File: src/rtl/kernel_pkg.sv
// Shared types for the kernel pipeline sequencing controller.
package kernel_pkg;
    localparam int KPC_CNT_W = 32;

    typedef enum logic [1:0] {
        IDLE  = 2'd0,
        RUN   = 2'd1,
        DRAIN = 2'd2,
        DONE  = 2'd3
    } kpc_state_e;
endpackage

File: src/rtl/kernel_pipe_ctrl_if.sv
// Handshake bundle between the kernel wrapper/datapath and kernel_pipe_ctrl.
interface kernel_pipe_ctrl_if
    import kernel_pkg::*;
#(
    parameter int CNT_W = KPC_CNT_W
);
    logic             start;
    logic [CNT_W-1:0] nki;
    logic             in_valid;
    logic             in_ready;
    logic             out_valid;
    logic             out_ready;
    logic             stall;
    logic             busy;
    logic             done;

    modport master (
        output start, nki, in_valid, out_ready,
        input  in_ready, out_valid, stall, busy, done
    );

    modport slave (
        input  start, nki, in_valid, out_ready,
        output in_ready, out_valid, stall, busy, done
    );
endinterface

File: src/rtl/kpc_valid_shreg.sv
// Valid shadow of the datapath: DEPTH-deep shift register that freezes on hold.
module kpc_valid_shreg #(
    parameter int DEPTH = 1
) (
    input  logic clk,
    input  logic rst,
    input  logic hold,
    input  logic din,
    output logic dout
);
    logic [DEPTH-1:0] vpipe;

    generate
        if (DEPTH == 1) begin : g_one
            always_ff @(posedge clk) begin
                if (rst)        vpipe <= '0;
                else if (!hold) vpipe <= din;
            end
        end else begin : g_multi
            always_ff @(posedge clk) begin
                if (rst)        vpipe <= '0;
                else if (!hold) vpipe <= {vpipe[DEPTH-2:0], din};
            end
        end
    endgenerate

    assign dout = vpipe[DEPTH-1];
endmodule

File: src/rtl/kernel_pipe_ctrl.sv
// Sequencing controller for one kernel invocation over a fixed-latency map pipeline.
// Optional KPC_PERF_EN adds saturating stall/bubble cycle counters.
module kernel_pipe_ctrl
    import kernel_pkg::*;
#(
    parameter int PIPE_DEPTH = 1,
    parameter int CNT_W      = KPC_CNT_W
) (
    input  logic             clk,
    input  logic             rst,
    kernel_pipe_ctrl_if.slave bus
`ifdef KPC_PERF_EN
    ,
    output logic [CNT_W-1:0] stall_cycles,
    output logic [CNT_W-1:0] bubble_cycles
`endif
);
    kpc_state_e       state, state_nxt;
    logic [CNT_W-1:0] nki_q, issued, retired, issued_nxt, retired_nxt;
    logic             vld_last, out_valid, stall, in_ready, busy;
    logic             accept, retire, start_ok;

    // Outputs are forced low while rst is held so the wrapper sees a quiet block.
    assign out_valid = vld_last & ~rst;
    assign stall     = out_valid & ~bus.out_ready;
    assign in_ready  = ~rst & (state == RUN) & ~stall & (issued != nki_q);
    assign busy      = ~rst & ((state == RUN) | (state == DRAIN));
    assign accept    = bus.in_valid & in_ready;
    assign retire    = out_valid & bus.out_ready;
    assign start_ok  = (state == IDLE) & bus.start;

    assign issued_nxt  = issued  + {{(CNT_W-1){1'b0}}, accept};
    assign retired_nxt = retired + {{(CNT_W-1){1'b0}}, retire};

    assign bus.out_valid = out_valid;
    assign bus.stall     = stall;
    assign bus.in_ready  = in_ready;
    assign bus.busy      = busy;
    assign bus.done      = ~rst & (state == DONE);

    kpc_valid_shreg #(.DEPTH(PIPE_DEPTH)) u_vpipe (
        .clk  (clk),
        .rst  (rst),
        .hold (stall),
        .din  (accept),
        .dout (vld_last)
    );

    always_ff @(posedge clk) begin
        if (rst) state <= IDLE;
        else     state <= state_nxt;
    end

    // Transitions look at the post-event counts so RUN/DRAIN end one cycle after the last event.
    always_comb begin
        state_nxt = state;
        case (state)
            IDLE:    if (bus.start) state_nxt = (bus.nki == '0) ? DONE : RUN;
            RUN:     if (issued_nxt == nki_q) state_nxt = DRAIN;
            DRAIN:   if (retired_nxt == nki_q) state_nxt = DONE;
            DONE:    state_nxt = IDLE;
            default: state_nxt = IDLE;
        endcase
    end

    always_ff @(posedge clk) begin
        if (rst) begin
            nki_q   <= '0;
            issued  <= '0;
            retired <= '0;
        end else if (start_ok) begin
            nki_q   <= bus.nki;
            issued  <= '0;
            retired <= '0;
        end else begin
            issued  <= issued_nxt;
            retired <= retired_nxt;
        end
    end

`ifdef KPC_PERF_EN
    always_ff @(posedge clk) begin
        if (rst || start_ok) begin
            stall_cycles  <= '0;
            bubble_cycles <= '0;
        end else begin
            if (busy && stall && !(&stall_cycles))
                stall_cycles <= stall_cycles + 1'b1;
            if ((state == RUN) && in_ready && !bus.in_valid && !(&bubble_cycles))
                bubble_cycles <= bubble_cycles + 1'b1;
        end
    end
`endif
endmodule

File: src/flat_wrapper.sv
// flat-port wrapper written by rule: the top's interface ports become plain ports
module kernel_pipe_ctrl_flat import kernel_pkg::*;
#(
    parameter int PIPE_DEPTH = 1,
    parameter int CNT_W      = KPC_CNT_W
)
  (clk, rst, bus_start, bus_nki, bus_in_valid, bus_out_ready, bus_in_ready, bus_out_valid, bus_stall, bus_busy, bus_done);
  kernel_pipe_ctrl_if #(.CNT_W(CNT_W)) bus_i ();
  input  logic clk;
  input  logic rst;
  input wire logic [$bits(bus_i.start)-1:0] bus_start;
  input wire logic [$bits(bus_i.nki)-1:0] bus_nki;
  input wire logic [$bits(bus_i.in_valid)-1:0] bus_in_valid;
  input wire logic [$bits(bus_i.out_ready)-1:0] bus_out_ready;
  output wire logic [$bits(bus_i.in_ready)-1:0] bus_in_ready;
  output wire logic [$bits(bus_i.out_valid)-1:0] bus_out_valid;
  output wire logic [$bits(bus_i.stall)-1:0] bus_stall;
  output wire logic [$bits(bus_i.busy)-1:0] bus_busy;
  output wire logic [$bits(bus_i.done)-1:0] bus_done;
  assign bus_i.start = bus_start;
  assign bus_i.nki = bus_nki;
  assign bus_i.in_valid = bus_in_valid;
  assign bus_i.out_ready = bus_out_ready;
  assign bus_in_ready = bus_i.in_ready;
  assign bus_out_valid = bus_i.out_valid;
  assign bus_stall = bus_i.stall;
  assign bus_busy = bus_i.busy;
  assign bus_done = bus_i.done;
  kernel_pipe_ctrl #(.PIPE_DEPTH(PIPE_DEPTH), .CNT_W(CNT_W)) u_core (.clk(clk), .rst(rst), .bus(bus_i));
endmodule
File: config.mk
export PLATFORM = sky130hd
export DESIGN_NAME = kernel_pipe_ctrl_flat
export DESIGN_NICKNAME = d
export VERILOG_FILES = /design/src/rtl/kernel_pkg.sv /design/src/rtl/kernel_pipe_ctrl_if.sv /design/src/rtl/kpc_valid_shreg.sv /design/src/rtl/kernel_pipe_ctrl.sv /design/src/flat_wrapper.sv
export SDC_FILE = /design/constraint.sdc
export NUM_CORES = 1
export LEC_CHECK = 0
export CAP_MARGIN = 20
export CORE_ASPECT_RATIO = 1.25
export CORE_MARGIN = 2
export CORE_UTILIZATION = 50
export CTS_CLUSTER_SIZE = 30
export DETAILED_ROUTE_END_ITERATION = 7
export PLACE_DENSITY = 0.69
export RECOVER_POWER = 50
export SYNTH_ARGS = -nofsm -noshare
export SYNTH_HDL_FRONTEND = slang
export SYNTH_SLANG_ARGS = --single-unit
File: constraint.sdc
create_clock -name clk -period 5.9 [get_ports clk]
set_input_delay 0.885 -clock clk [delete_from_list [all_inputs] [get_ports clk]]
set_output_delay 0.885 -clock clk [all_outputs]
set_load 0.1 [all_outputs]
# == Yosys cells after proc, flatten, opt, wreduce, memory -nomap -nowiden ==
# Index checks and enable logic that the tools add are counted.
# totals
reg_bits,99
latch_bits,0
mem_bits_rw,0
rom_bits,0
out_inout_bits,5
n_memories,0
# op_classes
add_sub_neg,2
mul,0
div,0
order_cmp,0
n_eq_ne,9
shifts,0
mux,5
bitwise,14
reduce_logical,4
# ops
op,n
32-bit by 1-bit adder with 32-bit output,2
32-bit equality test,2
32-bit zero test,1
32-bit != test,1
1-bit AND,10
2-bit 2-to-1 mux,4
2-bit case mux with 4 select lines,1
2-bit != test (second input constant),3
2-bit equality test (second input constant),2
1-bit inverter,3
3-bit AND reduction,1
2-bit by 1-bit equality test with 1-bit output (second input constant),1
2-bit zero test,1
2-bit OR reduction,1
1-bit bitwise OR,1

# == Logic depth before layout (Yosys ltp) ==
# Gate-level depths: netlist of run 1.
# depth
ltp_word,11
depth_mapped,19
mapped_depth_nobuf,18

# == Cells and area by module ==
# Synthesis of run 1 repeated with hierarchy kept, for this count alone.
# hier_totals
cells_unflattened,736
area_unflattened_um2,6075.8
# by_module_without_submodules
mod,instances,cells_per_inst,area_per_inst_um2
kernel_pipe_ctrl,1,733,6042.0
kpc_valid_shreg,1,3,33.8

# == Worst setup path before layout of run 1 ==
# No wires, ideal clock.
# synth_path
path_type,input-to-reg
from,input port rst
to,register u_core.state[0]
setup_time_ns,0.095
arrival_ns,8.406
required_time_ns,5.805
slack_ns,-2.602
cell_stages,15
path_buffers,0
cell_sequence,nor2b_1 > nor2b_1 > nor4b_1 > and2_1 > ha_1 > ha_1 > nand3_4 > or4_4 > nor4_4 > xnor2_1 > or3b_1 > a311o_1 > o32ai_2 > nand2_1 > a221oi_1
# synth_between
elab_chain_len,11
# synth_lines
element,line,rtl
start: declaration,flat_wrapper.sv:10,input logic rst;
1-bit inverter,kernel_pipe_ctrl.sv:24,assign out_valid = vld_last & ~rst;
1-bit AND,kernel_pipe_ctrl.sv:24,
1-bit AND,kernel_pipe_ctrl.sv:25,assign stall = out_valid & ~bus.out_ready;
net bus_stall,flat_wrapper.sv:17,output wire logic [$bits(bus_i.stall)-1:0] bus_stall;
1-bit inverter,kernel_pipe_ctrl.sv:26,assign in_ready = ~rst & (state == RUN) & ~stall & (issued != nki_q);
1-bit AND (2 in a row),kernel_pipe_ctrl.sv:26,
net bus_in_ready,flat_wrapper.sv:15,output wire logic [$bits(bus_i.in_ready)-1:0] bus_in_ready;
1-bit AND,kernel_pipe_ctrl.sv:28,assign accept = bus.in_valid & in_ready;
net u_core.accept,kernel_pipe_ctrl.sv:21,"logic accept, retire, start_ok;"
32-bit by 1-bit adder with 32-bit output,kernel_pipe_ctrl.sv:32,"assign issued_nxt = issued + {{(CNT_W-1){1'b0}}, accept};"
32-bit equality test,kernel_pipe_ctrl.sv:59,RUN: if (issued_nxt == nki_q) state_nxt = DRAIN;
2-bit != test (no source line),--,
3-bit AND reduction (no source line),--,
end signal: assignment,kernel_pipe_ctrl.sv:51,else state <= state_nxt;
end: declaration,kernel_pipe_ctrl.sv:18,"kpc_state_e state, state_nxt;"
# The timed path passes the listed nets, and every way through them passes these cells.
# A chain may end at the register's enable or synchronous reset.

# == Final worst setup path of run 1 ==
# layout_path
from,input port rst
to,register u_core.state[1]
# layout_between
elab_chain_len,11
# layout_lines
element,line
1-bit inverter (*),"kernel_pipe_ctrl.sv:24, kernel_pipe_ctrl.sv:26"
1-bit AND,kernel_pipe_ctrl.sv:24
1-bit AND,kernel_pipe_ctrl.sv:25
1-bit inverter,kernel_pipe_ctrl.sv:26
1-bit AND (*) (2 in a row),kernel_pipe_ctrl.sv:26
1-bit AND (*),kernel_pipe_ctrl.sv:28
net u_core.accept,kernel_pipe_ctrl.sv:21
32-bit by 1-bit adder with 32-bit output (*),kernel_pipe_ctrl.sv:32
32-bit equality test (*),kernel_pipe_ctrl.sv:59
2-bit != test (no source line) (*),--
3-bit AND reduction (no source line) (*),--
# The timed path passes the listed nets; every way through them passes the cells marked *.

==> impl_metrics.py, run 1 <==
metrics = {
    "placement": {
        "place_ws_ns": 0.426,
        "gp_congestion": 0.920,
        "portBuffers": 41,
        "place_inst": 929,
        "hpwl_um": 13900,
    },
    "power": {
        "clkPwrFrac": 0.322,
        "power_frac_seq": 0.403,
        "ir_drop_v": 0.000169,
        "p_sw_uw": 653,
        "power.internal_uw": 1310,
        "power_density_mw_per_mm2": 285,
        "power_frac_comb": 0.275,
        "switching_share": 0.333,
        "p_leak_uw": 0.00236,
    },
    "critical_path": {
        "crit_path_start": "rst",
        "path_max_fanout": 10,
        "r2r-end": "u_core.state[1]",
        "r2r_cells": 17,
        "worstSetupEndpointType": "flop",
        "critPathArrivalTime_ns": 5.48,
        "r2r_slack_ns": 0.92,
        "path_class": "input port to flop",
        "r2r-start": "u_core.nki_q[30]",
        "cp-endpoint": "u_core.state[1]",
        "cp-start-kind": "input port",
        "required_ns": 6.13,
    },
    "clock_tree": {
        "cts_root_buf": "clkbuf_16",
        "cts_tree": "done",
        "clockBufferDepth": 2,
        "ctsResizeCount": 0,
        "clkLatencyLatePin_ns": 0.35,
        "worst_setup_hold_path_clk_slew_ns": 0.07,
        "clkSinkCount": 99,
        "post_cts_buffers": 0,
        "htreeDepth": 3,
        "cts_buffers": 9,
        "cts_hold_buffers": 0,
    },
    "worst_hold_path": {
        "hp-start": "u_core.nki_q[31]",
        "hp-class": "flop to flop",
        "hold_depth": 2,
    },
    "timing": {
        "rsz0062_at_grt": "no",
        "worstMarginPinSlew_ns": 1.67,
        "finClkSkew_ns": 0.00775,
        "max-slew-margin-rel": -0.111,
        "worst_slack_ns": 0.647,
        "slew_violations": 39,
        "fin_crit_ns": 5.25,
        "fmax_mhz": 190,
        "setup_violations": 0,
        "hold_violations": 0,
        "period_share": 0.890,
        "tns_ns": 0,
    },
    "die": {
        "start_util": 0.516,
        "design.core.area_mm2": 0.0117,
        "num_rows": 44,
        "die-height_um": 127,
        "ios": 42,
        "die_w_um": 102,
        "dieArea_mm2": 0.0129,
    },
    "synth": {
        "synth_nets": 805,
        "ys_ff_latch": 99,
        "synthTopCellsByCount": "nand2_1, dfxtp_1, nor2_1",
        "yosysMostFrequentCell": "nand2_1",
        "synth_top_family_by_area": "simple AND/OR/NAND/NOR gates",
        "synth_cell_types": 62,
        "synth_area_leaders": "dfxtp_1, xnor2_1, xor2_1",
        "synth_xor_xnor_area_share": 0.212,
        "synth_fa_ha_area_frac": 0.0187,
        "yosys-mux-area-fraction": 0.00166,
        "synth_warnings": 0,
        "synth-simple-area-share": 0.319,
        "synth_edf_count": 0,
        "synth_top_area_share": 0.329,
        "syn_area_mm2": 0.00602,
        "async_flop_share": 0,
        "ys_seq_area_frac": 0.329,
        "synth_compound_area_frac": 0.0839,
        "post_synth.cell_area_avg_um2": 7.94,
        "syn_inst": 759,
        "yosysTopAreaCell": "dfxtp_1",
        "synth_ff_type": "dfxtp_1",
    },
    "drt": {
        "dr.pass1.iters": 5,
        "viasPerCell": 5.86,
        "drcViolationCount": 0,
        "drt_iter0_markers": 350,
        "avgRoutedWirePerCell_um": 18.9,
        "ant_nets": 0,
        "routed_wl_um": 17900,
        "dr_total_vias": 5545,
    },
    "layout": {
        "num-fill-cells": 1136,
        "fin_cells": 946,
        "nets": 826,
        "area_growth_pct": 14.0,
        "diodes": 0,
        "drive_gt1_frac": 0.0522,
        "fin_util": 0.588,
        "multi_input_area_mm2": 0.00385,
        "seqCellArea_mm2": 0.00198,
    },
    "grt": {
        "grt_overflow": 0,
        "track_usage": 0.288,
        "grt_pass1_wl_um": 28600,
        "grt_max_degree": 39,
        "grt_pass1_vias": 5532,
        "antenna_found_initial": 0,
    },
    "job": {
        "cap_violations": 1,
    },
    "outcome": {
        "outcome": "finished, violations left",
        "violations": "capacitance limit, slew limit",
    },
}
## state kept, by name (all words and copies together) (netlist names)
signal	cells
u_core.state	2
u_core.nki_q	32
u_core.retired	32
u_core.issued	32
u_core.u_vpipe.dout	1
## worst max-delay path, stage by stage
cell	delay, ns
dlygate4sd3_1	0.63
nor2b_2	0.08
nor2b_2	0.18
nor4b_4	0.30
and2_0	0.22
ha_1	0.22
ha_1	0.26
nand3_4	0.15
or4_4	0.57
nor4_4	0.41
xnor2_1	0.13
or3b_1	0.39
a311o_1	0.34
o32ai_2	0.28
nand2_1	0.12
a221oi_1	0.32
## cell type report
class | instances | area share
clock buffers | 12 | 0.0344
clock inverters | 4 | 0.0107
inverters | 13 | 0.00711
multi-input cells | 605 | 0.560
flip-flops and latches | 99 | 0.289
well taps | 161 | 0.0293
repair buffers | 52 | 0.0694
## per-layer routing
| layer | vias to the layer above | wire, um | GRT usage | share of wire |
|---|---|---|---|---|
| met3 | 44 | 1050 | 0.0540 | 0.059 |
| met5 | - | 0 | 0 | 0 |
| met2 | 192 | 8750 | 0.476 | 0.49 |
| met4 | 0 | 818 | 0.140 | 0.046 |
| met1 | 2621 | 7270 | 0.355 | 0.41 |
| li1 | 2688 | - | - | - |
## per-stage QoR
| stage | power [uW] | hold slack [ns] | cell area [um2] |
|---|---|---|---|
| 2_1_floorplan | 1160 | 0.462 | 6040 |
| 3_3_place_gp | 1320 | 0.485 | 6560 |
| 3_5_place_dp | 1340 | 0.513 | 6560 |
| 4_1_cts | 1960 | 0.522 | 6870 |
| 5_1_grt | 2060 | 0.553 | 6870 |
| 6_report | 1960 | 0.519 | 6870 |
## power by group through the flow
stage / sequential, uW / combinational [uW] / clock, uW
5_1_grt: 796 / 589 / 672
3_5_place_dp: 803 / 534 / 0
3_3_place_gp: 799 / 522 / 0
6_report: 790 / 538 / 630
2_1_floorplan: 770 / 393 / 0
4_1_cts: 787 / 536 / 640
## cells by family (layout without fill, tap and decap cells)
| kind of cell | after synthesis | in the layout |
|---|---|---|
| XOR/XNOR | 138 | 138 |
| flip-flops | 99 | 99 |
| buffers and inverters | 55 | 81 |
| AO/OA/AOI/OAI | 81 | 81 |
| adder cells (fa/ha/maj) | 9 | 9 |
| AND/OR/NAND/NOR | 376 | 376 |
| multiplexers | 1 | 1 |
## cell usage in the layout, fill, tap and decap left out, types with 3 or more instances in the layout
cell,n
nor4_1,32
buf_4,10
nor3_1,28
nand2_1,104
nand4_1,38
inv_1,13
a31oi_1,3
o21ai_0,7
a21oi_1,45
ha_1,9
xnor3_1,5
dfxtp_1,99
o21a_1,3
and3_1,8
xnor2_1,74
a311oi_1,3
or4_1,4
or3_1,10
nor2b_1,6
and2_1,7
nor3b_1,3
clkbuf_1,6
nor2_1,78
and2_0,8
clkdlybuf4s50_1,37
nor4b_1,4
clkbuf_16,9
and4_1,3
xor2_1,59
nand3_1,21
## worst min path at each step
stage	endpoint	slack (ns)
2_1_floorplan	u_core.nki_q[20]	0.46
3_3_place_gp	u_core.issued[31]	0.49
3_5_place_dp	u_core.nki_q[3]	0.51
4_1_cts	u_core.nki_q[3]	0.52
5_1_grt	u_core.nki_q[13]	0.55
6_report	u_core.nki_q[31]	0.52
No activity file was read; power rests on OpenSTA's default activity.
==> run 2: changes to the inputs <==
--- a/config.mk
+++ b/config.mk
@@ -15,4 +15,5 @@
 export RECOVER_POWER = 50
 export SYNTH_ARGS = -nofsm -noshare
 export SYNTH_HDL_FRONTEND = slang
+export SYNTH_HIERARCHICAL = 1
 export SYNTH_SLANG_ARGS = --single-unit
==> run 2 against run 1 <==
Compared with the run above:
- the flow still finishes with violations (capacitance limit, slew limit)
- clock-buffer cell count shrank 1
- die area grew 0.82%
- synthesized area grew 0.85%
- design area shrank 0.31%
- total power shrank 1.8%
- largest cell class unchanged
- largest power group unchanged
==> impl_metrics.py, run 2 <==
metrics = {
    "layout": {
        "diodes": 0,
        "nets": 798,
        "area_growth_pct": 12.7,
        "final_common_cell": "dfxtp_1",
        "top_regs": "u_core/issued x32, u_core/nki_q x32, u_core/retired x32",
        "drive_gt1_frac": 0.0608,
        "mostFrequentLayoutCells": "dfxtp_1, nand2_1, nor2_1",
        "fin_cells": 921,
        "final_cell_area_mm2": 0.00685,
        "fin_util": 0.571,
    },
    "die": {
        "die-height_um": 127,
        "dieArea_mm2": 0.0131,
        "die_w_um": 103,
        "num_rows": 45,
        "ios": 42,
        "design.core.area_mm2": 0.0120,
        "start_util": 0.507,
    },
    "grt": {
        "grt_pass1_wl_um": 27500,
        "grt_overflow": 0,
        "grt_max_degree": 40,
        "grt_pass1_vias": 5115,
        "antenna_found_initial": 0,
        "track_usage": 0.278,
    },
    "timing": {
        "slew_violations": 40,
        "fmax_mhz": 197,
        "max-slew-margin-rel": -0.131,
        "fin_crit_ns": 5.06,
        "tns_ns": 0,
        "setup_violations": 0,
        "worstMarginPinSlew_ns": 1.70,
        "finClkSkew_ns": 0.00766,
        "rsz0062_at_grt": "no",
        "period_share": 0.858,
        "hold_violations": 0,
    },
    "clock_tree": {
        "clkLatencyLatePin_ns": 0.35,
        "clockBufferDepth": 2,
        "cts_buffers": 9,
        "worst_setup_hold_path_clk_slew_ns": 0.07,
        "post_cts_buffers": 0,
        "clkSinkCount": 99,
        "cts_hold_buffers": 0,
        "htreeDepth": 3,
        "cts_root_buf": "clkbuf_16",
        "ctsResizeCount": 0,
        "cts_tree": "done",
    },
    "drt": {
        "routed_wl_um": 17700,
        "dr.pass1.iters": 4,
        "dr_total_vias": 5354,
        "avgRoutedWirePerCell_um": 19.3,
        "drt_iter0_markers": 370,
        "drcViolationCount": 0,
        "viasPerCell": 5.81,
        "ant_nets": 0,
    },
    "synth": {
        "synth_ff_type": "dfxtp_1",
        "ys_ff_latch": 99,
        "yosysTopAreaCell": "dfxtp_1",
        "synth_edf_count": 0,
        "post_synth.cell_area_avg_um2": 8.26,
        "syn_inst": 736,
        "synth_cell_types": 68,
        "ys_seq_area_frac": 0.326,
        "yosysMostFrequentCell": "dfxtp_1",
        "synthTopCellsByCount": "dfxtp_1, nand2_1, nor2_1",
        "synth_top_area_share": 0.326,
        "synth_warnings": 6,
        "synth_nets": 782,
        "synth_area_leaders": "dfxtp_1, xnor2_1, xor2_1",
        "syn_area_mm2": 0.00608,
        "async_flop_share": 0,
    },
    "critical_path": {
        "critPathArrivalTime_ns": 5.31,
        "required_ns": 6.15,
        "path_max_fanout": 9,
        "cp-start-kind": "input port",
        "path_class": "input port to flop",
        "worstSetupEndpointType": "flop",
    },
    "outcome": {
        "violations": "capacitance limit, slew limit",
        "outcome": "finished, violations left",
    },
    "placement": {
        "place_inst": 905,
        "hpwl_um": 13700,
        "gp_congestion": 0.947,
        "place_area_mm2": 0.00657,
        "portBuffers": 41,
    },
    "job": {
        "cap_violations": 1,
    },
    "power": {
        "power_frac_comb": 0.282,
        "p_leak_uw": 0.00251,
        "p_sw_uw": 671,
        "power_frac_seq": 0.415,
        "switching_share": 0.349,
        "power_density_mw_per_mm2": 281,
        "clkPwrFrac": 0.303,
        "ir_drop_v": 0.000192,
        "power.internal_uw": 1250,
    },
    "worst_hold_path": {
        "hp-class": "flop to flop",
    },
}
-- run 2: cell types whose count changed after synthesis, sizes merged, moves of 5 or more --
| cell | before | now |
|---|---|---|
| buf | 9 | 14 |
| or3 | 11 | 2 |
| and4 | 3 | 10 |
| nor3 | 28 | 17 |
| clkbuf | 33 | 27 |
| xor2 | 59 | 51 |
| nor4 | 33 | 25 |
| mux2i | 1 | 6 |
| nand2 | 104 | 99 |
| nand4 | 38 | 26 |
-- run 2: cell type report --
type	count	area (um2)
clock buffer	11	253
inverter	14	52.6
clock inverter	5	35.0
timing repair buffer	46	432
fill	1141	5150
sequential	99	1980
multi-input combinational	582	3890
tap	164	205
-- run 2: metrics by stage --
| step | total power (uW) | hold WS, ns | setup slack [ns] |
|---|---|---|---|
| 2_1_floorplan | 1170 | 0.456 | 0.0902 |
| 3_3_place_gp | 1350 | 0.471 | 0.788 |
| 3_5_place_dp | 1350 | 0.500 | 0.611 |
| 4_1_cts | 1930 | 0.514 | 0.969 |
| 5_1_grt | 2010 | 0.529 | 0.483 |
| 6_report | 1920 | 0.514 | 0.836 |
-- run 2: kinds of logic (layout without fill, tap and decap cells) --
kind of cell    after synthesis  after routing  share of synthesized area
buf+inv                      55             76                     0.0373
mux                           8              8                     0.0136
xor+xnor                    130            130                      0.205
compound gates               91             91                     0.0956
flops                        99             99                      0.326
simple gates                344            344                      0.304
fa+ha+maj                     9              9                     0.0185
-- run 2: metal layers --
metal,track usage,routed length (um)
met5,0,0
met3,0.0372,796
met4,0.0996,492
met2,0.478,8990
met1,0.354,7460
-- run 2: final timing paths --
kind	cells after the start	to	start	slack, ns
setup / recovery	16	u_core/state[0]	rst	0.84
hold reg to reg	2	u_core/nki_q[18]	u_core/nki_q[18]	0.51
setup reg to reg	18	u_core/state[0]	u_core/nki_q[27]	0.93
hold / removal	2	u_core/nki_q[18]	u_core/nki_q[18]	0.51
-- run 2: power groups by stage --
stage | Clock [uW] | Sequential, uW | Combinational (uW)
3_3_place_gp | 0 | 810 | 537
2_1_floorplan | 0 | 766 | 406
4_1_cts | 591 | 794 | 543
5_1_grt | 617 | 802 | 590
6_report | 583 | 797 | 542
3_5_place_dp | 0 | 810 | 542
-- run 2: critical path, cell delays in order --
cell           delay, ns
dlygate4sd3_1       0.63
nor2b_2             0.08
nor2b_2             0.19
nor4b_4             0.30
and2_1              0.19
ha_1                0.19
ha_1                0.32
nand4_4             0.21
nor4_4              0.60
nand3_2             0.20
xnor2_2             0.21
a21oi_1             0.09
or4_4               0.54
o41ai_4             0.34
a21oi_1             0.11
a211oi_1            0.23
